--- src/rtl/reg_file_pkg.sv ---
// reg_file_pkg
//   Shared definitions for the register file slice: default geometry,
//   the register address type and the hardwired-zero register index.
//   No ports; imported by reg_scoreboard and reg_file_sb.
package reg_file_pkg;

  localparam int XLEN_DEFAULT = 32;
  localparam int NREG_DEFAULT = 32;
  localparam int AW_DEFAULT   = $clog2(NREG_DEFAULT);

  typedef logic [AW_DEFAULT-1:0] reg_addr_t;

  // x0 always reads as zero and is never written or reserved.
  localparam reg_addr_t ZERO_REG = '0;

endpackage : reg_file_pkg

--- src/rtl/reg_scoreboard.sv ---
// reg_scoreboard
//   Per-register busy bits plus a registered count of busy registers.
//   A reservation marks a register busy (a new producer is in flight);
//   a writeback clears it. When both hit the same register in one cycle
//   the reservation wins, since it is the newer producer.
// Ports:
//   clk, rst_n          clock, asynchronous active-low reset
//   wr_en, rd_addr      writeback strobe / address (clears busy)
//   rsv_en, rsv_addr    reserve strobe / address (sets busy)
//   busy                current busy vector, bit 0 always 0
//   pend_cnt            popcount of busy, registered
module reg_scoreboard
  import reg_file_pkg::*;
#(
  parameter int NREG = NREG_DEFAULT
) (
  input  logic                      clk,
  input  logic                      rst_n,
  input  logic                      wr_en,
  input  logic [$clog2(NREG)-1:0]   rd_addr,
  input  logic                      rsv_en,
  input  logic [$clog2(NREG)-1:0]   rsv_addr,
  output logic [NREG-1:0]           busy,
  output logic [$clog2(NREG):0]     pend_cnt
);

  localparam int AW = $clog2(NREG);
  localparam logic [AW-1:0] X0 = AW'(ZERO_REG);

  logic            set_hit;
  logic            clr_hit;
  logic [NREG-1:0] set_vec;
  logic [NREG-1:0] clr_vec;
  logic [NREG-1:0] busy_nxt;
  logic            cnt_inc;
  logic            cnt_dec;

  // Set wins over clear. The count moves only on real transitions: a
  // reservation of an idle register adds one, a writeback of a busy
  // register that is not re-reserved in the same cycle removes one.
  always_comb begin
    set_hit  = rsv_en && (rsv_addr != X0);
    clr_hit  = wr_en  && (rd_addr  != X0);
    set_vec  = '0;
    clr_vec  = '0;
    if (set_hit) set_vec[rsv_addr] = 1'b1;
    if (clr_hit) clr_vec[rd_addr]  = 1'b1;
    busy_nxt = (busy & ~clr_vec) | set_vec;
    cnt_inc  = set_hit && !busy[rsv_addr];
    cnt_dec  = clr_hit && busy[rd_addr] && !(set_hit && (rsv_addr == rd_addr));
  end

  always_ff @(posedge clk or negedge rst_n) begin
    if (!rst_n) begin
      busy     <= '0;
      pend_cnt <= '0;
    end else begin
      busy <= busy_nxt;
      if (cnt_inc && !cnt_dec) begin
        pend_cnt <= pend_cnt + 1'b1;
      end else if (cnt_dec && !cnt_inc) begin
        pend_cnt <= pend_cnt - 1'b1;
      end
    end
  end

endmodule : reg_scoreboard

--- src/rtl/reg_file_sb.sv ---
// reg_file_sb
//   NREG x XLEN integer register file with two combinational read ports,
//   one synchronous write port, optional same-cycle write-to-read bypass
//   and a busy scoreboard for RAW hazard detection on in-flight results.
// Ports:
//   clk, rst_n                    clock, asynchronous active-low reset
//   rs1_addr/rs2_addr             read addresses
//   rs1_out/rs2_out               read data (0 for x0 and during reset)
//   rs1_busy/rs2_busy             register has a pending producer
//   wr_en, rd_addr, data_in       writeback port
//   rsv_en, rsv_addr              destination reservation from decode
//   pend_cnt                      number of busy registers
module reg_file_sb
  import reg_file_pkg::*;
#(
  parameter int XLEN   = XLEN_DEFAULT,
  parameter int NREG   = NREG_DEFAULT,
  parameter bit BYPASS = 1'b1
) (
  input  logic                      clk,
  input  logic                      rst_n,
  input  logic [$clog2(NREG)-1:0]   rs1_addr,
  input  logic [$clog2(NREG)-1:0]   rs2_addr,
  output logic [XLEN-1:0]           rs1_out,
  output logic [XLEN-1:0]           rs2_out,
  output logic                      rs1_busy,
  output logic                      rs2_busy,
  input  logic                      wr_en,
  input  logic [$clog2(NREG)-1:0]   rd_addr,
  input  logic [XLEN-1:0]           data_in,
  input  logic                      rsv_en,
  input  logic [$clog2(NREG)-1:0]   rsv_addr,
  output logic [$clog2(NREG):0]     pend_cnt
);

  localparam int AW = $clog2(NREG);
  localparam logic [AW-1:0] X0 = AW'(ZERO_REG);

  logic [XLEN-1:0] regs [NREG];
  logic [NREG-1:0] busy;
  logic [AW-1:0]   port_addr [2];
  logic [XLEN-1:0] port_data [2];
  logic            port_busy [2];

  reg_scoreboard #(
    .NREG (NREG)
  ) u_scoreboard (
    .clk      (clk),
    .rst_n    (rst_n),
    .wr_en    (wr_en),
    .rd_addr  (rd_addr),
    .rsv_en   (rsv_en),
    .rsv_addr (rsv_addr),
    .busy     (busy),
    .pend_cnt (pend_cnt)
  );

  // Storage array; entry 0 is never written so it stays zero.
  always_ff @(posedge clk or negedge rst_n) begin
    if (!rst_n) begin
      for (int i = 0; i < NREG; i++) begin
        regs[i] <= '0;
      end
    end else if (wr_en && (rd_addr != X0)) begin
      regs[rd_addr] <= data_in;
    end
  end

  assign port_addr[0] = rs1_addr;
  assign port_addr[1] = rs2_addr;

  // Read mux per port. On a bypass hit the stored busy bit is stale (the
  // writeback is clearing it), so busy only reflects a reservation of the
  // same register arriving in the same cycle.
  for (genvar p = 0; p < 2; p++) begin : g_read
    always_comb begin
      port_data[p] = regs[port_addr[p]];
      port_busy[p] = busy[port_addr[p]];
      if (port_addr[p] == X0) begin
        port_data[p] = '0;
        port_busy[p] = 1'b0;
      end else if (BYPASS && wr_en && (rd_addr == port_addr[p])) begin
        port_data[p] = data_in;
        port_busy[p] = rsv_en && (rsv_addr == port_addr[p]);
      end
    end
  end

  // Reads are forced to zero while reset is held so the bypass path
  // cannot leak writeback data out of a core that is in reset.
  assign rs1_out  = rst_n ? port_data[0] : '0;
  assign rs2_out  = rst_n ? port_data[1] : '0;
  assign rs1_busy = rst_n && port_busy[0];
  assign rs2_busy = rst_n && port_busy[1];

endmodule : reg_file_sb

--- config.mk ---
export PLATFORM = sky130hd
export DESIGN_NAME = reg_file_sb
export DESIGN_NICKNAME = d
export VERILOG_FILES = /design/src/rtl/reg_file_pkg.sv /design/src/rtl/reg_scoreboard.sv /design/src/rtl/reg_file_sb.sv
export SDC_FILE = /design/constraint.sdc
export NUM_CORES = 2
export LEC_CHECK = 0
export CORE_UTILIZATION = 39
export DETAILED_ROUTE_END_ITERATION = 8
export SLEW_MARGIN = 20
export SYNTH_ARGS = -nofsm -noshare
export SYNTH_HDL_FRONTEND = slang
export SYNTH_SLANG_ARGS = --single-unit
export TNS_END_PERCENT = 20
--- constraint.sdc ---
create_clock -name clk -period 4.8 [get_ports clk]
set_input_delay 1.2 -clock clk [delete_from_list [all_inputs] [get_ports clk]]
set_output_delay 1.2 -clock clk [all_outputs]
set_load 0.05 [all_outputs]
==> summary.txt <==
Clock tree
  – Clk buf depth: 3
  – Clk root buf: clkbuf_16
  – Clock-pin slew on the worst setup and hold paths: 60 ps
  – Clk_lat worst skew: 710 ps
  – CTS tree: done
  – Hold_buf cts: 0
  – CTS H-tree depth: 3
  – CTS Buf Count: 115
  – Clk sinks: 1062

Detailed routing
  – DR vias/cell: 6.281
  – Vias: 42140
  – WL/cell: 31.31 µm
  – Initial drt markers: 4217
  – Routed Wire Length: 210000 µm
  – # DRC: 0
  – Initial DRT Pass Iterations: 6
  – Antenna-violating nets left: 0

GRT
  – First-pass GRT wire length: 304000 µm
  – Grt total ovfl: 0
  – GRT Total Usage: 27.34%
  – Initial antenna violation count: 9
  – Largest net degree at the start of global routing: 166
  – Vias in the first global route: 42300

Yosys
  – Synth Flop Type: dfrtp_1
  – Synthesized net count: 4536
  – Synthesis Warnings: 0
  – Asr flop ratio synth: 100.0%
  – Register area share after synthesis: 45.35%
  – Syn avg cell area: 13.10 µm²
  – Synth unique cells: 60
  – Post-synthesis instance area: 0.05860 mm²
  – Post-synth EDFFs: 0
  – Syn Inst Count: 4473
  – #FFs+latches synth: 1062

Worst setup path
  – CP max-delay cell: clkdlybuf4s50_1
  – CP peak stage delay: 600 ps
  – Worst path cell trace: clkdlybuf4s50_1, xnor2_1, nor4bb_4, buf_6, clkbuf_16, a31o_2, o32a_1, buf_12
  – Arrival time worst endpoint: 3620 ps
  – RR Startpoint: u_scoreboard.busy[19]
  – Worst r2r path cells: 12
  – Worst EP required: 3600 ps
  – CP Capture Type: output port
  – Crit Path Max Fanout: 7
  – R2r endpoint: u_scoreboard.pend_cnt[5]
  – CP startpoint: rd_addr[1]
  – Critical Path Start Type: input port
  – Worst Setup Path Type: input port to output port
  – R2R Setup Slk: 1400 ps

Layout
  – FF/Latch Area: 0.02658 mm²
  – Post-Layout Cell Count: 6708
  – Share of post-route cells with drive strength above 1: 42.44%
  – Post-route cell area: 0.06916 mm²
  – Area of the multi-input gates: 0.03005 mm²
  – Fillcell total: 13200
  – Final cell utilization of the core: 46.62%
  – Area added between synthesis and finish: 18.03%
  – NumNets Final: 4674
  – Commonest non-fill, non-tap cell in the layout: dfrtp_1
  – Most frequent cells in the layout: dfrtp_1 (1062), mux2_2 (1003), mux2i_1 (566), buf_4 (282), mux4_2 (261)

STA
  – # setup viols final: 2
  – Minimum clock period: 4822 ps
  – Final slew viol count: 0
  – Worst Tran Pin Value: 1008 ps
  – Final Hold Viols: 0
  – TNS Setup: -22.65 ps
  – Fin worst setup slack: -22.34 ps
  – Slew margin rel.: 32.24%
  – Fin Clk Skew: 5.558 ps
  – Final Cycle Share: 100.5%
  – F_max: 207.4 MHz

Placement
  – Pre-CTS worst setup slack: -85.89 ps
  – DP Wirelength: 138100 µm
  – PortBufs: 127
  – Cell count after placement: 6491
  – Gpl congestion: 0.9160
  – Placed cell areas: 0.06522 mm²

Pwr
  – Power per cell area: 396.3 mW/mm²
  – LEAKAGE: 30.70 nW
  – VDD IR max: 0.0003801 V

Die
  – Die Wd: 389.6 µm
  – Row cnt: 141
  – Die area: 0.1518 mm²
  – Initial Util: 39.49%
  – Core Footprint: 0.1484 mm²
  – Num ports: 128
  – Die Span Y: 389.6 µm

Outcome
  – Outcome: finished, violations left
  – Failing checks: negative setup slack

Min path
  – Min-Delay Path Class: input port to asynchronous set/reset pin

Flow run
  – Max cap viols: 0
worst max-delay path: cells and delay by family:
family          cells  cell delay (ps)
compound gates      2              350
buf+inv             4             1200
simple gates        1              530
xor+xnor            1              320
cells by family after synthesis:
group | count (synthesis) | share of synthesized area, %
multiplexers | 1830 | 38.97
flip-flops | 1062 | 45.35
AO/OA/AOI/OAI | 610 | 7.484
buffers and inverters | 501 | 3.916
AND/OR/NAND/NOR | 435 | 3.692
XOR/XNOR | 28 | 0.4185
adder cells (fa/ha/maj) | 7 | 0.1623
sequential cells by signal, indices dropped and copies added, names as in the netlist:
| register | count |
|---|---|
| regs | 1024 |
| u_scoreboard.busy | 32 |
| u_scoreboard.pend_cnt | 6 |
worst max path at each step:
stage / endpoint / slack [ps] / cells past startpoint
2_1_floorplan: rs1_busy / 310 / 8
3_3_place_gp: u_scoreboard.pend_cnt[5] / -210 / 14
3_5_place_dp: u_scoreboard.pend_cnt[5] / -90 / 14
4_1_cts: rs1_out[1] / 1 / 8
5_1_grt: rs2_out[11] / -60 / 8
6_report: rs2_out[11] / -20 / 8
Yosys cell counts, drive strengths merged (8+ instances only):
cell type  instances  area [µm²]
o22ai             22       137.6
buf              281        1469
o311ai            11       96.34
o32a              43       430.4
mux2            1003       11290
xor2              21       183.9
nor2              49       183.9
a31o              10       87.58
nor3b             17       142.6
mux4             261        5878
nand2b            19       118.9
nand3            137       685.7
o22a              31       271.5
nand2            138       518.0
a22oi            257        1929
nor2b             24       150.1
o21ai             56       280.3
a211oi            12       90.09
a22o              11       96.34
a21oi            108       540.5
a221oi            17       148.9
dfrtp           1062       26580
o211ai             8       60.06
mux2i            566        5665
o221ai            11       96.34
clkbuf           213       799.5
through the flow:
stage	power (mW)	hold WS, ps
floorplan	16.06	441.3
global placement	18.19	376.3
detailed placement	18.39	383.3
CTS	27.49	264.3
global route	28.50	276.8
finish	27.41	289.3
area by class of cell:
| type | instances | area share [%] |
|---|---|---|
| Antenna cell | 8 | 0.02895 |
| Clock buffer | 169 | 4.904 |
| Clock inverter | 35 | 0.6042 |
| Inverter | 7 | 0.03799 |
| Multi-Input combinational cell | 2910 | 43.45 |
| Sequential cell | 1062 | 38.42 |
| Tap cell | 2002 | 3.622 |
| Timing Repair Buffer | 515 | 8.924 |
power by group:
group	switching, mW	total (mW)	leakage (nW)	internal [mW]
clock network	3.83	9.07	1.89	5.24
registers	1.35	12.0	13.6	10.7
logic	2.89	6.31	15.2	3.41
total	8.08	27.4	30.7	19.3
layer usage:
metal  part of all wire, %  up-vias  global-route usage [%]
met3                   8.1      409                   5.084
met4                   4.2        2                   11.07
met1                    42    22430                   37.76
met2                    46     2017                   42.33
met5                0.0062        -                       0
li1                      -    17280                       -
timing repair:
item / 4_1_cts / 5_1_grt
buffers inserted: 0 / 3
pin swaps: 0 / 3
gates resized for setup: 5 / 18
endpoints found under the setup margin: 25 / 36
gates cloned: 0 / 2
(Power assumes the default switching activity.)
